===== src/rtl/rmii_mii_bridge.sv =====
// RMII (2-bit, 50 MHz) to MII-nibble bridge with run-time 10/100 Mb/s selection.
// Latency: RX nibble strobe 2 clk after its completing dibit on pins (100M); TX first dibit 1 clk after mac_tx_stb.
// Backpressure: none on RX (MAC must take every strobe); TX paces the MAC by pulsing mac_tx_stb once per nibble.
//
// Ports
//   clk, resetn                 50 MHz RMII reference clock, async active-low reset
//   speed100                    1 = 100 Mb/s, 0 = 10 Mb/s; taken only while RX and TX are both idle
//   phy_rxd, phy_crs_dv         RMII receive dibit and carrier-sense/data-valid
//   mac_rxd, mac_rx_stb         received nibble and its one-cycle strobe
//   mac_rx_dv, mac_rx_err       frame-active flag, odd-dibit frame-end pulse
//   rx_frames                   wrapping count of cleanly ended frames
//   mac_txd, mac_tx_en          MAC transmit nibble and request
//   mac_tx_stb                  mac_txd consumed this cycle
//   phy_txd, phy_tx_en          RMII transmit dibit and enable
module rmii_mii_bridge #(
    parameter int DIV10 = 10,
    parameter int CNT_W = 16
) (
    input  logic             clk,
    input  logic             resetn,
    input  logic             speed100,
    input  logic [1:0]       phy_rxd,
    input  logic             phy_crs_dv,
    output logic [3:0]       mac_rxd,
    output logic             mac_rx_dv,
    output logic             mac_rx_stb,
    output logic             mac_rx_err,
    output logic [CNT_W-1:0] rx_frames,
    input  logic [3:0]       mac_txd,
    input  logic             mac_tx_en,
    output logic             mac_tx_stb,
    output logic [1:0]       phy_txd,
    output logic             phy_tx_en
);

    localparam int DW = $clog2(DIV10);
    localparam logic [DW-1:0] DIV_LAST = DW'(DIV10 - 1);
    localparam logic [DW-1:0] DIV_MID  = DW'(DIV10 / 2);

    localparam logic [1:0] RX_IDLE = 2'd0;
    localparam logic [1:0] RX_PRE  = 2'd1;
    localparam logic [1:0] RX_DATA = 2'd2;

    localparam logic [1:0] TX_IDLE = 2'd0;
    localparam logic [1:0] TX_D0   = 2'd1;
    localparam logic [1:0] TX_D1   = 2'd2;

    // ------------------------------------------------------------------
    // Common state
    // ------------------------------------------------------------------
    logic run_q;       // low for the first cycle after reset so no TX strobe leaks out of reset
    logic mode100_q;

    // ------------------------------------------------------------------
    // RX input registers and 10M sample-point generator
    // ------------------------------------------------------------------
    logic [1:0]    rxd_q;
    logic          crs_q, crs_prev_q;
    logic [DW-1:0] rdiv_q, rdiv_cur, rdiv_d;
    logic          crs_rise, rx_samp;

    assign crs_rise = crs_q & ~crs_prev_q;
    // A carrier rise re-phases the divider so samples land mid-dibit.
    assign rdiv_cur = crs_rise ? '0 : rdiv_q;
    assign rdiv_d   = (rdiv_cur == DIV_LAST) ? '0 : rdiv_cur + DW'(1);
    assign rx_samp  = mode100_q | (rdiv_cur == DIV_MID);

    // ------------------------------------------------------------------
    // RX FSM
    // ------------------------------------------------------------------
    logic [1:0]       rx_st_q, rx_st_d;
    logic             seen01_q, seen01_d;
    logic             pre_low_q, pre_low_d;
    logic             ph_q, ph_d;
    logic [1:0]       lo_q, lo_d;
    logic             hold_q, hold_d;      // a crs_dv=0 dibit awaiting its verdict
    logic [1:0]       held_q, held_d;
    logic [3:0]       rxn_q, rxn_d;
    logic             rx_stb_q, rx_stb_d;
    logic             rx_dv_q, rx_dv_d;
    logic             rx_err_q, rx_err_d;
    logic [CNT_W-1:0] frames_q, frames_d;

    always_comb begin
        rx_st_d   = rx_st_q;
        seen01_d  = seen01_q;
        pre_low_d = pre_low_q;
        ph_d      = ph_q;
        lo_d      = lo_q;
        hold_d    = hold_q;
        held_d    = held_q;
        rxn_d     = rxn_q;
        rx_stb_d  = 1'b0;
        rx_dv_d   = rx_dv_q;
        rx_err_d  = 1'b0;
        frames_d  = frames_q;

        if (rx_samp) begin
            case (rx_st_q)
                RX_IDLE: begin
                    if (crs_q) begin
                        rx_st_d   = RX_PRE;
                        seen01_d  = (rxd_q == 2'b01);
                        pre_low_d = 1'b0;
                    end
                end
                RX_PRE: begin
                    if (crs_q) begin
                        pre_low_d = 1'b0;
                        if (seen01_q && rxd_q == 2'b11) begin
                            rx_st_d = RX_DATA;
                            ph_d    = 1'b0;
                            hold_d  = 1'b0;
                        end else begin
                            seen01_d = (rxd_q == 2'b01);
                        end
                    end else if (pre_low_q) begin
                        // false carrier: drop silently
                        rx_st_d = RX_IDLE;
                    end else begin
                        pre_low_d = 1'b1;
                    end
                end
                RX_DATA: begin
                    if (!crs_q) begin
                        if (!hold_q) begin
                            hold_d = 1'b1;
                            held_d = rxd_q;
                        end else begin
                            // Two low samples: frame over, both low dibits discarded.
                            rx_st_d = RX_IDLE;
                            hold_d  = 1'b0;
                            rx_dv_d = 1'b0;
                            if (!ph_q) frames_d = frames_q + CNT_W'(1);
                            else       rx_err_d = 1'b1;
                        end
                    end else if (hold_q) begin
                        // Low sample was a CRS_DV toggle: held dibit and this one are both data.
                        hold_d   = 1'b0;
                        rx_stb_d = 1'b1;
                        rx_dv_d  = 1'b1;
                        if (!ph_q) begin
                            rxn_d = {rxd_q, held_q};
                        end else begin
                            rxn_d = {held_q, lo_q};
                            lo_d  = rxd_q;
                        end
                    end else if (!ph_q) begin
                        lo_d = rxd_q;
                        ph_d = 1'b1;
                    end else begin
                        rxn_d    = {rxd_q, lo_q};
                        rx_stb_d = 1'b1;
                        rx_dv_d  = 1'b1;
                        ph_d     = 1'b0;
                    end
                end
                default: rx_st_d = RX_IDLE;
            endcase
        end
    end

    // ------------------------------------------------------------------
    // TX FSM
    // ------------------------------------------------------------------
    logic [1:0]    tx_st_q, tx_st_d;
    logic [DW-1:0] tdiv_q, tdiv_d;
    logic [1:0]    tx_hi_q, tx_hi_d;     // upper dibit of the nibble in flight
    logic [1:0]    ptxd_q, ptxd_d;
    logic          ptxen_q, ptxen_d;
    logic          tlast, tx_take;

    assign tlast   = mode100_q | (tdiv_q == DIV_LAST);
    assign tx_take = run_q & mac_tx_en &
                     ((tx_st_q == TX_IDLE) | ((tx_st_q == TX_D1) & tlast));

    always_comb begin
        tx_st_d = tx_st_q;
        tdiv_d  = tdiv_q;
        tx_hi_d = tx_hi_q;
        ptxd_d  = ptxd_q;
        ptxen_d = ptxen_q;

        if (tx_take) begin
            tx_hi_d = mac_txd[3:2];
            ptxd_d  = mac_txd[1:0];
            ptxen_d = 1'b1;
            tx_st_d = TX_D0;
            tdiv_d  = '0;
        end else begin
            case (tx_st_q)
                TX_D0: begin
                    if (tlast) begin
                        ptxd_d  = tx_hi_q;
                        tx_st_d = TX_D1;
                        tdiv_d  = '0;
                    end else begin
                        tdiv_d = tdiv_q + DW'(1);
                    end
                end
                TX_D1: begin
                    if (tlast) begin
                        ptxd_d  = 2'b00;
                        ptxen_d = 1'b0;
                        tx_st_d = TX_IDLE;
                        tdiv_d  = '0;
                    end else begin
                        tdiv_d = tdiv_q + DW'(1);
                    end
                end
                default: tx_st_d = TX_IDLE;
            endcase
        end
    end

    // ------------------------------------------------------------------
    // Registers
    // ------------------------------------------------------------------
    always_ff @(posedge clk or negedge resetn) begin
        if (!resetn) begin
            run_q      <= 1'b0;
            mode100_q  <= 1'b1;
            rxd_q      <= 2'b00;
            crs_q      <= 1'b0;
            crs_prev_q <= 1'b0;
            rdiv_q     <= '0;
            rx_st_q    <= RX_IDLE;
            seen01_q   <= 1'b0;
            pre_low_q  <= 1'b0;
            ph_q       <= 1'b0;
            lo_q       <= 2'b00;
            hold_q     <= 1'b0;
            held_q     <= 2'b00;
            rxn_q      <= 4'h0;
            rx_stb_q   <= 1'b0;
            rx_dv_q    <= 1'b0;
            rx_err_q   <= 1'b0;
            frames_q   <= '0;
            tx_st_q    <= TX_IDLE;
            tdiv_q     <= '0;
            tx_hi_q    <= 2'b00;
            ptxd_q     <= 2'b00;
            ptxen_q    <= 1'b0;
        end else begin
            run_q <= 1'b1;
            // Mode only moves between frames; the first cycle after reset is always idle.
            if (rx_st_q == RX_IDLE && tx_st_q == TX_IDLE) mode100_q <= speed100;
            rxd_q      <= phy_rxd;
            crs_q      <= phy_crs_dv;
            crs_prev_q <= crs_q;
            rdiv_q     <= rdiv_d;
            rx_st_q    <= rx_st_d;
            seen01_q   <= seen01_d;
            pre_low_q  <= pre_low_d;
            ph_q       <= ph_d;
            lo_q       <= lo_d;
            hold_q     <= hold_d;
            held_q     <= held_d;
            rxn_q      <= rxn_d;
            rx_stb_q   <= rx_stb_d;
            rx_dv_q    <= rx_dv_d;
            rx_err_q   <= rx_err_d;
            frames_q   <= frames_d;
            tx_st_q    <= tx_st_d;
            tdiv_q     <= tdiv_d;
            tx_hi_q    <= tx_hi_d;
            ptxd_q     <= ptxd_d;
            ptxen_q    <= ptxen_d;
        end
    end

    assign mac_rxd    = rxn_q;
    assign mac_rx_stb = rx_stb_q;
    assign mac_rx_dv  = rx_dv_q;
    assign mac_rx_err = rx_err_q;
    assign rx_frames  = frames_q;
    assign mac_tx_stb = tx_take;
    assign phy_txd    = ptxd_q;
    assign phy_tx_en  = ptxen_q;

endmodule


===== config.mk =====
export PLATFORM = sky130hd
export DESIGN_NAME = rmii_mii_bridge
export DESIGN_NICKNAME = d
export VERILOG_FILES = /design/src/rtl/rmii_mii_bridge.sv
export SDC_FILE = /design/constraint.sdc
export NUM_CORES = 1
export LEC_CHECK = 0
export CORE_ASPECT_RATIO = 1.25
export CORE_UTILIZATION = 30
export CTS_BUF_LIST = sky130_fd_sc_hd__clkbuf_4 sky130_fd_sc_hd__clkbuf_8
export DETAILED_ROUTE_END_ITERATION = 16
export PLACE_DENSITY = 0.5
export SKIP_CTS_REPAIR_TIMING = 1
export SKIP_LAST_GASP = 1
export SLEW_MARGIN = 30
export SYNTH_ARGS = -nofsm -noshare
export SYNTH_HDL_FRONTEND = slang
export SYNTH_SLANG_ARGS = --single-unit

===== constraint.sdc =====
create_clock -name clk -period 2.08 [get_ports clk]
set_input_delay 0.416 -clock clk [delete_from_list [all_inputs] [get_ports clk]]
set_output_delay 0.416 -clock clk [all_outputs]
set_load 0.01 [all_outputs]

# Word-level counts from Yosys, hierarchy flattened
# Cells that the tools add are included.
word_totals:
  register_bits: 54
  latch_bits: 0
  mem_bits_rw: 0
  romBits: 0
  inputBits: 11
  word_cells: 143
  n_memories: 0
classes:
  addsub: 3
  mul: 0
  div_mod_pow: 0
  magnitude_cmp: 0
  eq_ne: 23
  shift: 0
  muxes: 57
  bitwise: 11
  reduce_logical: 26
ops:
  columns: ["op", "count"]
  rows:
  - ["$mux 4", 8]
  - ["$mux 1", 28]
  - ["$mux 2", 14]
  - ["$ne 2x2->1 const B", 9]
  - ["$add 16x1->16 const B", 1]
  - ["$reduce_and 4->1", 4]
  - ["$reduce_and 5->1", 3]
  - ["$reduce_bool 2->1", 7]
  - ["$ne 3x3->1 const B", 4]
  - ["$reduce_and 6->1", 2]
  - ["$add 4x1->4 const B", 2]
  - ["$eq 4x4->1 const B", 2]
  - ["$pmux 1 s2", 4]
  - ["$pmux 2 s2", 2]
  - ["$eq 2x1->1 const B", 3]
  - ["$eq 2x2->1 const B", 3]
  - ["$pmux 2 s3", 1]
  - ["$reduce_and 3->1", 2]
  - ["$and 1x1->1", 4]
  - ["$eq 4x3->1 const B", 1]
  - ["$logic_not 2->1", 2]
  - ["$not 1->1", 4]
  - ["$reduce_and 2->1", 2]
  - ["$or 1x1->1", 3]
  - ["other kinds (4)", 5]

# Logic depth before layout (Yosys ltp)
# Gate-level depths: netlist (run 1).
logic_depth:
  depth_word: 7
  depth_mapped: 6
  depth_no_buf: 6

# Least setup slack after synthesis (run 1)
# OpenSTA, ideal clock, no wires.
synth_path:
  path_type: "flip-flop to flip-flop"
  startpoint: "reg mode100_q"
  endpoint: "reg tx_hi_q[0]"
  t_arrival_ns: 1.591
  required_ns: 1.955
  slack_ns: 0.364
  stages_incl_launch_ff: 6
  n_path_buf: 2
  period_less_slack_ns: 1.716
  cell_sequence: "dfstp_2 > buf_2 > nor2_1 > a211oi_1 > buf_2 > mux2_2"
synth_between:
  elab_chain_cells: 4
synth_lines:
  columns: ["item", "line_no", "text"]
  rows:
  - ["start, declared", "52", "logic mode100_q;"]
  - ["start signal, assigned", "247", "if (rx_st_q == RX_IDLE && tx_st_q == TX_IDLE) mode100_q <= speed100;"]
  - ["$or 1x1->1", "173", "assign tlast = mode100_q | (tdiv_q == DIV_LAST);"]
  - ["$and 1x1->1", "175", "((tx_st_q == TX_IDLE) | ((tx_st_q == TX_D1) & tlast));"]
  - ["$or 1x1->1", "175", null]
  - ["$and 1x1->1", "174", "assign tx_take = run_q & mac_tx_en &"]
  - ["net mac_tx_stb", "31", "output logic mac_tx_stb,"]
  - ["end signal, assigned", "266", "tx_hi_q <= tx_hi_d;"]
  - ["end, declared", "168", "logic [1:0] tx_hi_q, tx_hi_d;"]
# The timed path passes the listed nets, and every way through them passes these cells.
# A chain may end at the register's enable or synchronous reset.

# Worst setup path after layout (run 1)
layout_path:
  startpoint: "reg tx_st_q[0]"
  endpoint: "out mac_tx_stb"
layout_between:
  elab_chain_cells: 4
layout_lines:
  columns: ["item", "line_no", "text"]
  rows:
  - ["start, declared", "166", "logic [1:0] tx_st_q, tx_st_d;"]
  - ["start signal, assigned", "264", "tx_st_q <= tx_st_d;"]
  - ["$eq 2x2->1", "175", null]
  - ["$and 1x1->1", "175", null]
  - ["$or 1x1->1 *", "175", null]
  - ["$and 1x1->1 *", "174", null]
  - ["end, declared", "31", null]
# Every way passes the cells marked *; elsewhere a longest branch is shown, timed or not.

==> results of run 1 <==
==> cell type report <==
cell class,count,share of cell area
clock inverter,1,0.00150
inverter,12,0.0135
tap,117,0.0440
sequential,54,0.407
multi-input combinational,164,0.363
timing repair buffer,50,0.144
clock buffer,7,0.0271
==> registers in the layout (all words and copies together), names as in the netlist, 2 cells and up <==
signal and count:
mac_rxd 4, held_q 2, rxd_q 2, rx_frames 16, tx_st_q 2, tdiv_q 4
phy_txd 2, tx_hi_q 2, rx_st_q 2, rdiv_q 4, lo_q 2
==> per-stage QoR <==
step,power (mW),cell area (um^2),setup slack (ns)
3_5_place_dp,2.46,3210,-0.103
4_1_cts,3.09,3310,-0.287
3_3_place_gp,2.46,3210,-0.146
5_1_grt,3.27,3330,0.0437
2_1_floorplan,2.09,2640,0.364
6_report,3.05,3330,0.190
==> path summary, 6_finish.rpt <==
| check | startpoint | endpoint | slack (ns) | cells after the start |
|---|---|---|---|---|
| worst min register to register | rx_frames[15] | rx_frames[15] | 0.47 | 1 |
| max in group asynchronous | resetn | mode100_q | 1.03 | 3 |
| worst max register to register | rx_st_q[1] | held_q[1] | 0.29 | 3 |
| min in group asynchronous | resetn | rx_frames[15] | 0.48 | 2 |
| worst min-delay path | rx_frames[15] | rx_frames[15] | 0.47 | 1 |
| worst max-delay path | tx_st_q[0] | mac_tx_stb | 0.19 | 5 |
==> worst register-to-register path, stage by stage (launching register included) <==
cell and delay, ns:
sky130_fd_sc_hd__dfrtp_1 0.50, sky130_fd_sc_hd__or3b_4 0.45, sky130_fd_sc_hd__a211oi_2 0.36, sky130_fd_sc_hd__mux2_2 0.37
==> layout by cell type, fill, tap and decap left out, types with 2 or more instances in the layout <==
| cell type | netlist | final |
|---|---|---|
| sky130_fd_sc_hd__or3_1 | 2 | 2 |
| sky130_fd_sc_hd__o21ai_0 | 6 | 6 |
| sky130_fd_sc_hd__nand3_1 | 10 | 10 |
| sky130_fd_sc_hd__nand2b_1 | 3 | 3 |
| sky130_fd_sc_hd__inv_1 | 12 | 12 |
| sky130_fd_sc_hd__nand4b_1 | 2 | 2 |
| sky130_fd_sc_hd__xnor2_1 | 6 | 6 |
| sky130_fd_sc_hd__nor2_1 | 11 | 11 |
| sky130_fd_sc_hd__nor2b_1 | 3 | 3 |
| sky130_fd_sc_hd__buf_4 | 1 | 11 |
| sky130_fd_sc_hd__nand4_1 | 2 | 2 |
| sky130_fd_sc_hd__a31oi_1 | 4 | 4 |
| sky130_fd_sc_hd__a21oi_1 | 11 | 11 |
| sky130_fd_sc_hd__nor4_1 | 3 | 3 |
| sky130_fd_sc_hd__nand3b_1 | 2 | 2 |
| sky130_fd_sc_hd__mux2_2 | 19 | 19 |
| sky130_fd_sc_hd__o211ai_1 | 2 | 2 |
| sky130_fd_sc_hd__ha_1 | 8 | 8 |
| sky130_fd_sc_hd__clkbuf_8 | 0 | 6 |
| sky130_fd_sc_hd__nand2_1 | 21 | 21 |
| sky130_fd_sc_hd__a211oi_2 | 1 | 2 |
| sky130_fd_sc_hd__clkdlybuf4s50_1 | 0 | 35 |
| sky130_fd_sc_hd__a21o_1 | 4 | 4 |
| sky130_fd_sc_hd__nor3_1 | 5 | 5 |
| sky130_fd_sc_hd__dfrtp_1 | 53 | 53 |
| sky130_fd_sc_hd__o311ai_0 | 2 | 2 |
| sky130_fd_sc_hd__a22o_1 | 3 | 3 |
| sky130_fd_sc_hd__xor2_1 | 10 | 10 |
==> synthesized netlist by cell type, types with 2 or more instances <==
cell / count / area, um^2
sky130_fd_sc_hd__xnor2_1: 6 / 52.6
sky130_fd_sc_hd__nor3_1: 5 / 25.0
sky130_fd_sc_hd__ha_1: 8 / 100
sky130_fd_sc_hd__nand3b_1: 2 / 15.0
sky130_fd_sc_hd__a22o_1: 3 / 26.3
sky130_fd_sc_hd__inv_1: 12 / 45.0
sky130_fd_sc_hd__nand3_1: 10 / 50.1
sky130_fd_sc_hd__nor2_1: 11 / 41.3
sky130_fd_sc_hd__nor4_1: 3 / 18.8
sky130_fd_sc_hd__buf_2: 2 / 10.0
sky130_fd_sc_hd__nor2b_1: 3 / 18.8
sky130_fd_sc_hd__nand2b_1: 3 / 18.8
sky130_fd_sc_hd__dfrtp_1: 53 / 1330
sky130_fd_sc_hd__a31oi_1: 4 / 25.0
sky130_fd_sc_hd__nand4b_1: 2 / 17.5
sky130_fd_sc_hd__nand4_1: 2 / 12.5
sky130_fd_sc_hd__a21o_1: 4 / 30.0
sky130_fd_sc_hd__xor2_1: 10 / 87.6
sky130_fd_sc_hd__mux2_2: 19 / 214
sky130_fd_sc_hd__a21oi_1: 11 / 55.1
sky130_fd_sc_hd__buf_6: 2 / 22.5
sky130_fd_sc_hd__or3_1: 2 / 12.5
sky130_fd_sc_hd__o21ai_0: 6 / 30.0
sky130_fd_sc_hd__nand2_1: 21 / 78.8
sky130_fd_sc_hd__o211ai_1: 2 / 15.0
sky130_fd_sc_hd__o311ai_0: 2 / 17.5
==> power breakdown <==
group | internal (mW) | switching (mW)
combinational | 0.508 | 0.548
sequential | 1.23 | 0.146
clock | 0.283 | 0.340
total | 2.02 | 1.03
==> logic make-up after synthesis <==
kind of cell / after synthesis / synth area share
xor+xnor: 16 / 0.0531
mux: 20 / 0.0848
compound gates: 39 / 0.103
simple gates: 80 / 0.175
flops: 54 / 0.512
fa+ha+maj: 8 / 0.0379
other cells: 1 / 0.00142
buf+inv: 17 / 0.0322
==> layer usage <==
metal  up-vias  track usage  wire [um]
met5         -            0          0
met4         0       0.0369         63
met3         5       0.0262        202
met2        39        0.218       2530
met1       913        0.151       2380
li1        929            -          -
==> summary.json, run 1 <==
{
  "warnings_synthesis": 0,
  "portBuffers": 37,
  "area.sequential_um2": 1350,
  "maxSlewViolCount": 0,
  "route.antenna.remaining_nets": 0,
  "die_height_um": 107,
  "cp-end-kind": "primary output",
  "gr-usage-all-layers": 0.124,
  "critPathTopFamily": "flip-flops",
  "final.period_utilization": 0.908,
  "avgViaCountPerCell": 4.66,
  "drt_pass1_iterations": 4,
  "vias": 1886,
  "core_area_um2": 8380,
  "timing.setup.tns_ns": 0,
  "grt_pass1_vias": 1926,
  "grt_start_max_net_pins": 49,
  "clock_sink_count": 54,
  "area_growth_syn_to_layout_pct": 26.0,
  "gpl.final_weighted_congestion": 0.753,
  "synth.net_count": 254,
  "irDropWorstVdd_mv": 0.564,
  "tightest_hold_margin_ns": 0.470,
  "cp_slowest_stage_delay_ns": 0.39,
  "hpwl_reported_at_the_end_of_detailed_placement_um": 3790,
  "timing.max_cap.violations": 0,
  "utilization": 0.397,
  "non_filler_instances": 405,
  "antenna_found_initial": 0,
  "worst_ep_required_time_ns": 1.66,
  "synth_enable_flop_cells": 0,
  "cts-root-to-sink-buffers": 2,
  "design.final.nets": 306,
  "multi_input_gate_area_in_the_final_layout_um2": 1210,
  "syn-mean-instance-area_um2": 11.2,
  "n_fill_cell": 829,
  "setup.worst_path.class": "reg -> out",
  "clock.fmax_ghz": 0.529,
  "outcome": "finished, final reports clean",
  "synth_sequential_area_ratio": 0.512,
  "synthArstFlopShare": 1.00,
  "power_leakage_nw": 1.50,
  "grt_first_pass_wirelength_um": 8980,
  "antennaDiodeCount": 0,
  "rows": 37,
  "timing.critical_path.from_type": "register",
  "yosys_register_bits": 54,
  "max_slew_margin": 0.653,
  "drc": 0,
  "layout_skew_ns": 0.00862,
  "report.final.setup_viol": 0,
  "hold_violations": 0,
  "power_per_cell_area_nw_per_um2": 918,
  "ys.flop_type": "sky130_fd_sc_hd__dfrtp_1",
  "grt_remaining_overflow": 0,
  "worstPathCellList": "inv_1 > ha_1 > nor2_1 > a211oi_2 > dlymetal6s2s_1",
  "max_slew.worst_pin.slew_ns": 0.519,
  "die_area_um2": 9180,
  "cts.clk_slew.worst_paths_ns": 0.10,
  "cts-buffers-inserted": 5,
  "die_w_um": 85.9,
  "totalWireLength_um": 5170,
  "unrepaired_setup_endpoints_after_global_routing": "false",
  "ctsHtreeMaxLevel": 2,
  "tritoncts": "built",
  "min-delay-path-class": "reg -> reg",
  "io-pin-count": 38,
  "critical_path.slowest_cell": "sky130_fd_sc_hd__dfrtp_1",
  "synth_cell_types": 53,
  "ctsRootBufferMaster": "sky130_fd_sc_hd__clkbuf_8",
  "worstPathBufferInverterCount": 2,
  "worst_skew_pair.late_latency_ns": 0.31,
  "worst_ep_arrival_time_ns": 1.47,
  "post-route-min-period_ns": 1.89,
  "critical_path.max_fanout": 4,
  "syn-instance-count": 235,
  "routed_wire_length_per_instance_um": 12.8,
  "drt-initial-drc-count": 46,
  "dp.cells": 396,
  "initial_core_util": 0.315,
  "drive_above_1_share": 0.174,
  "netlist_area_um2": 2640
}
No activity file was read; power rests on OpenSTA's default activity.
==> run 2, diff against run 1 <==
--- a/config.mk
+++ b/config.mk
@@ -5,6 +5,7 @@
 export SDC_FILE = /design/constraint.sdc
 export NUM_CORES = 1
 export LEC_CHECK = 0
+export ABC_CLOCK_PERIOD_IN_PS = 2080
 export CORE_ASPECT_RATIO = 1.25
 export CORE_UTILIZATION = 30
 export CTS_BUF_LIST = sky130_fd_sc_hd__clkbuf_4 sky130_fd_sc_hd__clkbuf_8
==> constraint.sdc (replaced) <==
create_clock -name clk -period 2.08 [get_ports clk]
set_input_delay 0.312 -clock clk [delete_from_list [all_inputs] [get_ports clk]]
set_output_delay 0.312 -clock clk [all_outputs]
set_load 0.01 [all_outputs]
==> run 2 against run 1 <==
Effect of this change:
- via count is essentially flat
- sequential cell count is the same
- critical endpoint unchanged
- core utilization shrank 0.13 points
- clock power grew 12%
- highest routed layer unchanged
==> summary.json, run 2 (synthesis results as in run 1) <==
{
  "irDropWorstVdd": {"value": 0.557, "unit": "mV", "change": "was 0.564 mV"},
  "area_growth_syn_to_layout": {"value": 25.6, "unit": "%", "change": "was 26.0%"},
  "hpwl_reported_at_the_end_of_detailed_placement": {"value": 3920, "unit": "um", "change": "was 3790 um"},
  "drt-initial-drc-count": {"value": 65, "change": "was 46"},
  "drt_pass1_iterations": {"value": 4, "change": "unchanged"},
  "core_area": {"value": 8380, "unit": "um^2", "change": "unchanged"},
  "multi_input_gate_area_in_the_final_layout": {"value": 1210, "unit": "um^2", "change": "about the same"},
  "clock.fmax": {"value": 0.552, "unit": "GHz", "change": "was 0.529 GHz"},
  "ctsHtreeMaxLevel": {"value": 2, "change": "unchanged"},
  "critical_path.max_fanout": {"value": 4, "change": "unchanged"},
  "largest_register_ffs": {"value": 16, "change": "unchanged"},
  "worst_ep_arrival_time": {"value": 1.50, "unit": "ns", "change": "was 1.47 ns"},
  "cp-end-kind": {"value": "primary output", "change": "unchanged"},
  "gpl.final_weighted_congestion": {"value": 0.789, "change": "was 0.753"},
  "gr-usage-all-layers": {"value": 0.125, "change": "was 0.124"},
  "timing.max_cap.violations": {"value": 0, "change": "unchanged"},
  "clock_sink_count": {"value": 54, "change": "unchanged"},
  "critPathTopFamily": {"value": "flip-flops", "change": "unchanged"},
  "initial_core_util": {"value": 0.315, "change": "unchanged"},
  "worstPathBufferInverterCount": {"value": 2, "change": "unchanged"},
  "tritoncts": {"value": "built", "change": "unchanged"},
  "path_depth_of_the_worst_reg2reg_path": {"value": 3, "change": "unchanged"},
  "totalWireLength": {"value": 5260, "unit": "um", "change": "was 5170 um"},
  "drive_above_1_share": {"value": 0.171, "change": "was 0.174"},
  "maxSlewViolCount": {"value": 0, "change": "unchanged"},
  "worst_skew_pair.late_latency": {"value": 0.30, "unit": "ns", "change": "was 0.31 ns"},
  "mostFrequentLayoutCells": {"value": "sky130_fd_sc_hd__dfrtp_1, sky130_fd_sc_hd__clkdlybuf4s50_1, sky130_fd_sc_hd__nand2_1", "change": "unchanged"},
  "antennaDiodeCount": {"value": 0, "change": "unchanged"},
  "crit-reg2reg-launch": {"value": "rx_st_q[0]", "change": "was rx_st_q[1]"},
  "avgViaCountPerCell": {"value": 4.68, "change": "was 4.66"},
  "outcome": {"value": "finished, final reports clean", "change": "unchanged"},
  "max_slew.worst_pin.slew": {"value": 0.541, "unit": "ns", "change": "was 0.519 ns"},
  "grt_pass1_vias": {"value": 1924, "change": "was 1926"},
  "route.antenna.remaining_nets": {"value": 0, "change": "unchanged"},
  "n_fill_cell": {"value": 820, "change": "was 829"},
  "preCtsSetupSlack": {"value": 0.0776, "unit": "ns", "change": "was -0.103 ns"},
  "cts-root-to-sink-buffers": {"value": 2, "change": "unchanged"},
  "final.period_utilization": {"value": 0.871, "change": "was 0.908"},
  "timing.critical_path.from_type": {"value": "register", "change": "unchanged"},
  "vias": {"value": 1885, "change": "was 1886"},
  "antenna_found_initial": {"value": 0, "change": "unchanged"},
  "area.sequential": {"value": 1350, "unit": "um^2", "change": "unchanged"},
  "worst_ep_required_time": {"value": 1.77, "unit": "ns", "change": "was 1.66 ns"},
  "cts.clk_slew.worst_paths": {"value": 0.10, "unit": "ns", "change": "about the same"},
  "setup.worst_path.class": {"value": "reg -> out", "change": "unchanged"},
  "grt_first_pass_wirelength": {"value": 9050, "unit": "um", "change": "was 8980 um"},
  "grt_start_max_net_pins": {"value": 28, "change": "was 49"},
  "worst_r2r_endpoint": {"value": "held_q[1]", "change": "unchanged"},
  "mostFrequentLayoutCell": {"value": "sky130_fd_sc_hd__dfrtp_1", "change": "unchanged"},
  "cp_slowest_stage_delay": {"value": 0.39, "unit": "ns", "change": "about the same"},
  "max_slew_margin": {"value": 0.638, "change": "was 0.653"},
  "power_leakage": {"value": 1.50, "unit": "nW", "change": "about the same"},
  "die_area": {"value": 9180, "unit": "um^2", "change": "unchanged"},
  "setup.reg_to_reg.worst_slack": {"value": 0.31, "unit": "ns", "change": "was 0.29 ns"},
  "unrepaired_setup_endpoints_after_global_routing": {"value": "false", "change": "unchanged"},
  "placed_cell_area": {"value": 3190, "unit": "um^2", "change": "was 3210 um^2"},
  "hold_violations": {"value": 0, "change": "unchanged"},
  "postLayoutCellArea": {"value": 3320, "unit": "um^2", "change": "was 3330 um^2"},
  "design.final.nets": {"value": 304, "change": "was 306"},
  "grt_remaining_overflow": {"value": 0, "change": "unchanged"},
  "report.final.setup_viol": {"value": 0, "change": "unchanged"},
  "utilization": {"value": 0.396, "change": "was 0.397"},
  "io-pin-count": {"value": 38, "change": "unchanged"},
  "worstPathCellList": {"value": "inv_1 > ha_2 > nor2_1 > a211oi_2 > dlymetal6s2s_1", "change": "was inv_1 > ha_1 > nor2_1 > a211oi_2 > dlymetal6s2s_1"},
  "portBuffers": {"value": 37, "change": "unchanged"},
  "die_w": {"value": 85.9, "unit": "um", "change": "unchanged"},
  "final.setup.worst_slack": {"value": 0.268, "unit": "ns", "change": "was 0.190 ns"},
  "min-delay-path-class": {"value": "in -> async", "change": "was reg -> reg"},
  "cts-buffers-inserted": {"value": 5, "change": "unchanged"},
  "critical_path.slowest_cell": {"value": "sky130_fd_sc_hd__dfrtp_1", "change": "unchanged"},
  "ctsRootBufferMaster": {"value": "sky130_fd_sc_hd__clkbuf_8", "change": "unchanged"},
  "rows": {"value": 37, "change": "unchanged"},
  "post-route-min-period": {"value": 1.81, "unit": "ns", "change": "was 1.89 ns"},
  "die_height": {"value": 107, "unit": "um", "change": "unchanged"},
  "drc": {"value": 0, "change": "unchanged"},
  "power_per_cell_area": {"value": 940, "unit": "nW/um^2", "change": "was 918 nW/um^2"},
  "routed_wire_length_per_instance": {"value": 13.0, "unit": "um", "change": "was 12.8 um"},
  "layout_skew": {"value": 0.00941, "unit": "ns", "change": "was 0.00862 ns"}
}
==> run 2: routing by layer <==
| layer | share of wire | routed length [um] | track usage | vias up |
|---|---|---|---|---|
| met4 | 0.028 | 146 | 0.0548 | 0 |
| met5 | 0 | 0 | 0 | - |
| li1 | - | - | - | 929 |
| met2 | 0.47 | 2490 | 0.207 | 45 |
| met1 | 0.46 | 2400 | 0.157 | 899 |
| met3 | 0.042 | 221 | 0.0262 | 12 |
==> run 2: stage by stage <==
stage               instances  TNS [ns]  power (mW)  hold WS, ns
detailed placement        394         0        2.44        0.159
global placement          394         0        2.42        0.160
CTS                       402    -0.248        3.15       -0.188
finish                    403         0        3.12        0.367
floorplan                 235         0        2.09       0.0164
global route              403         0        3.35        0.395
==> run 2: layout make-up <==
cell class	count	share of cell area
multi-input combinational	164	0.365
inverter	12	0.0136
sequential	54	0.408
clock buffer	5	0.0208
timing repair buffer	48	0.137
tap	117	0.0442
clock inverter	3	0.0121
==> run 2: worst max path at each step <==
stage,startpoint,cells after the start,to,slack (ns)
CTS,tx_st_q[1],5,mac_tx_stb,-0.25
floorplan,mode100_q,5,tx_hi_q[0],0.36
global route,tdiv_q[1],7,phy_txd[0],0.13
finish,tx_st_q[1],5,mac_tx_stb,0.27
global placement,mac_tx_en,4,mac_tx_stb,0.07
detailed placement,mac_tx_en,4,mac_tx_stb,0.08
==> run 2: power breakdown <==
group | internal, mW | switching [mW] | leakage, nW
clock | 0.355 | 0.340 | 0.0579
combinational | 0.487 | 0.548 | 0.726
sequential | 1.23 | 0.157 | 0.711
==> run 3, diff against run 2 <==
--- a/config.mk
+++ b/config.mk
@@ -9,6 +9,7 @@
 export CORE_ASPECT_RATIO = 1.25
 export CORE_UTILIZATION = 30
 export CTS_BUF_LIST = sky130_fd_sc_hd__clkbuf_4 sky130_fd_sc_hd__clkbuf_8
+export CTS_CLUSTER_SIZE = 20
 export DETAILED_ROUTE_END_ITERATION = 16
 export PLACE_DENSITY = 0.5
 export SKIP_CTS_REPAIR_TIMING = 1
==> results of run 3 <==
The final DEF is identical to that of run 2; final timing and power are the same.
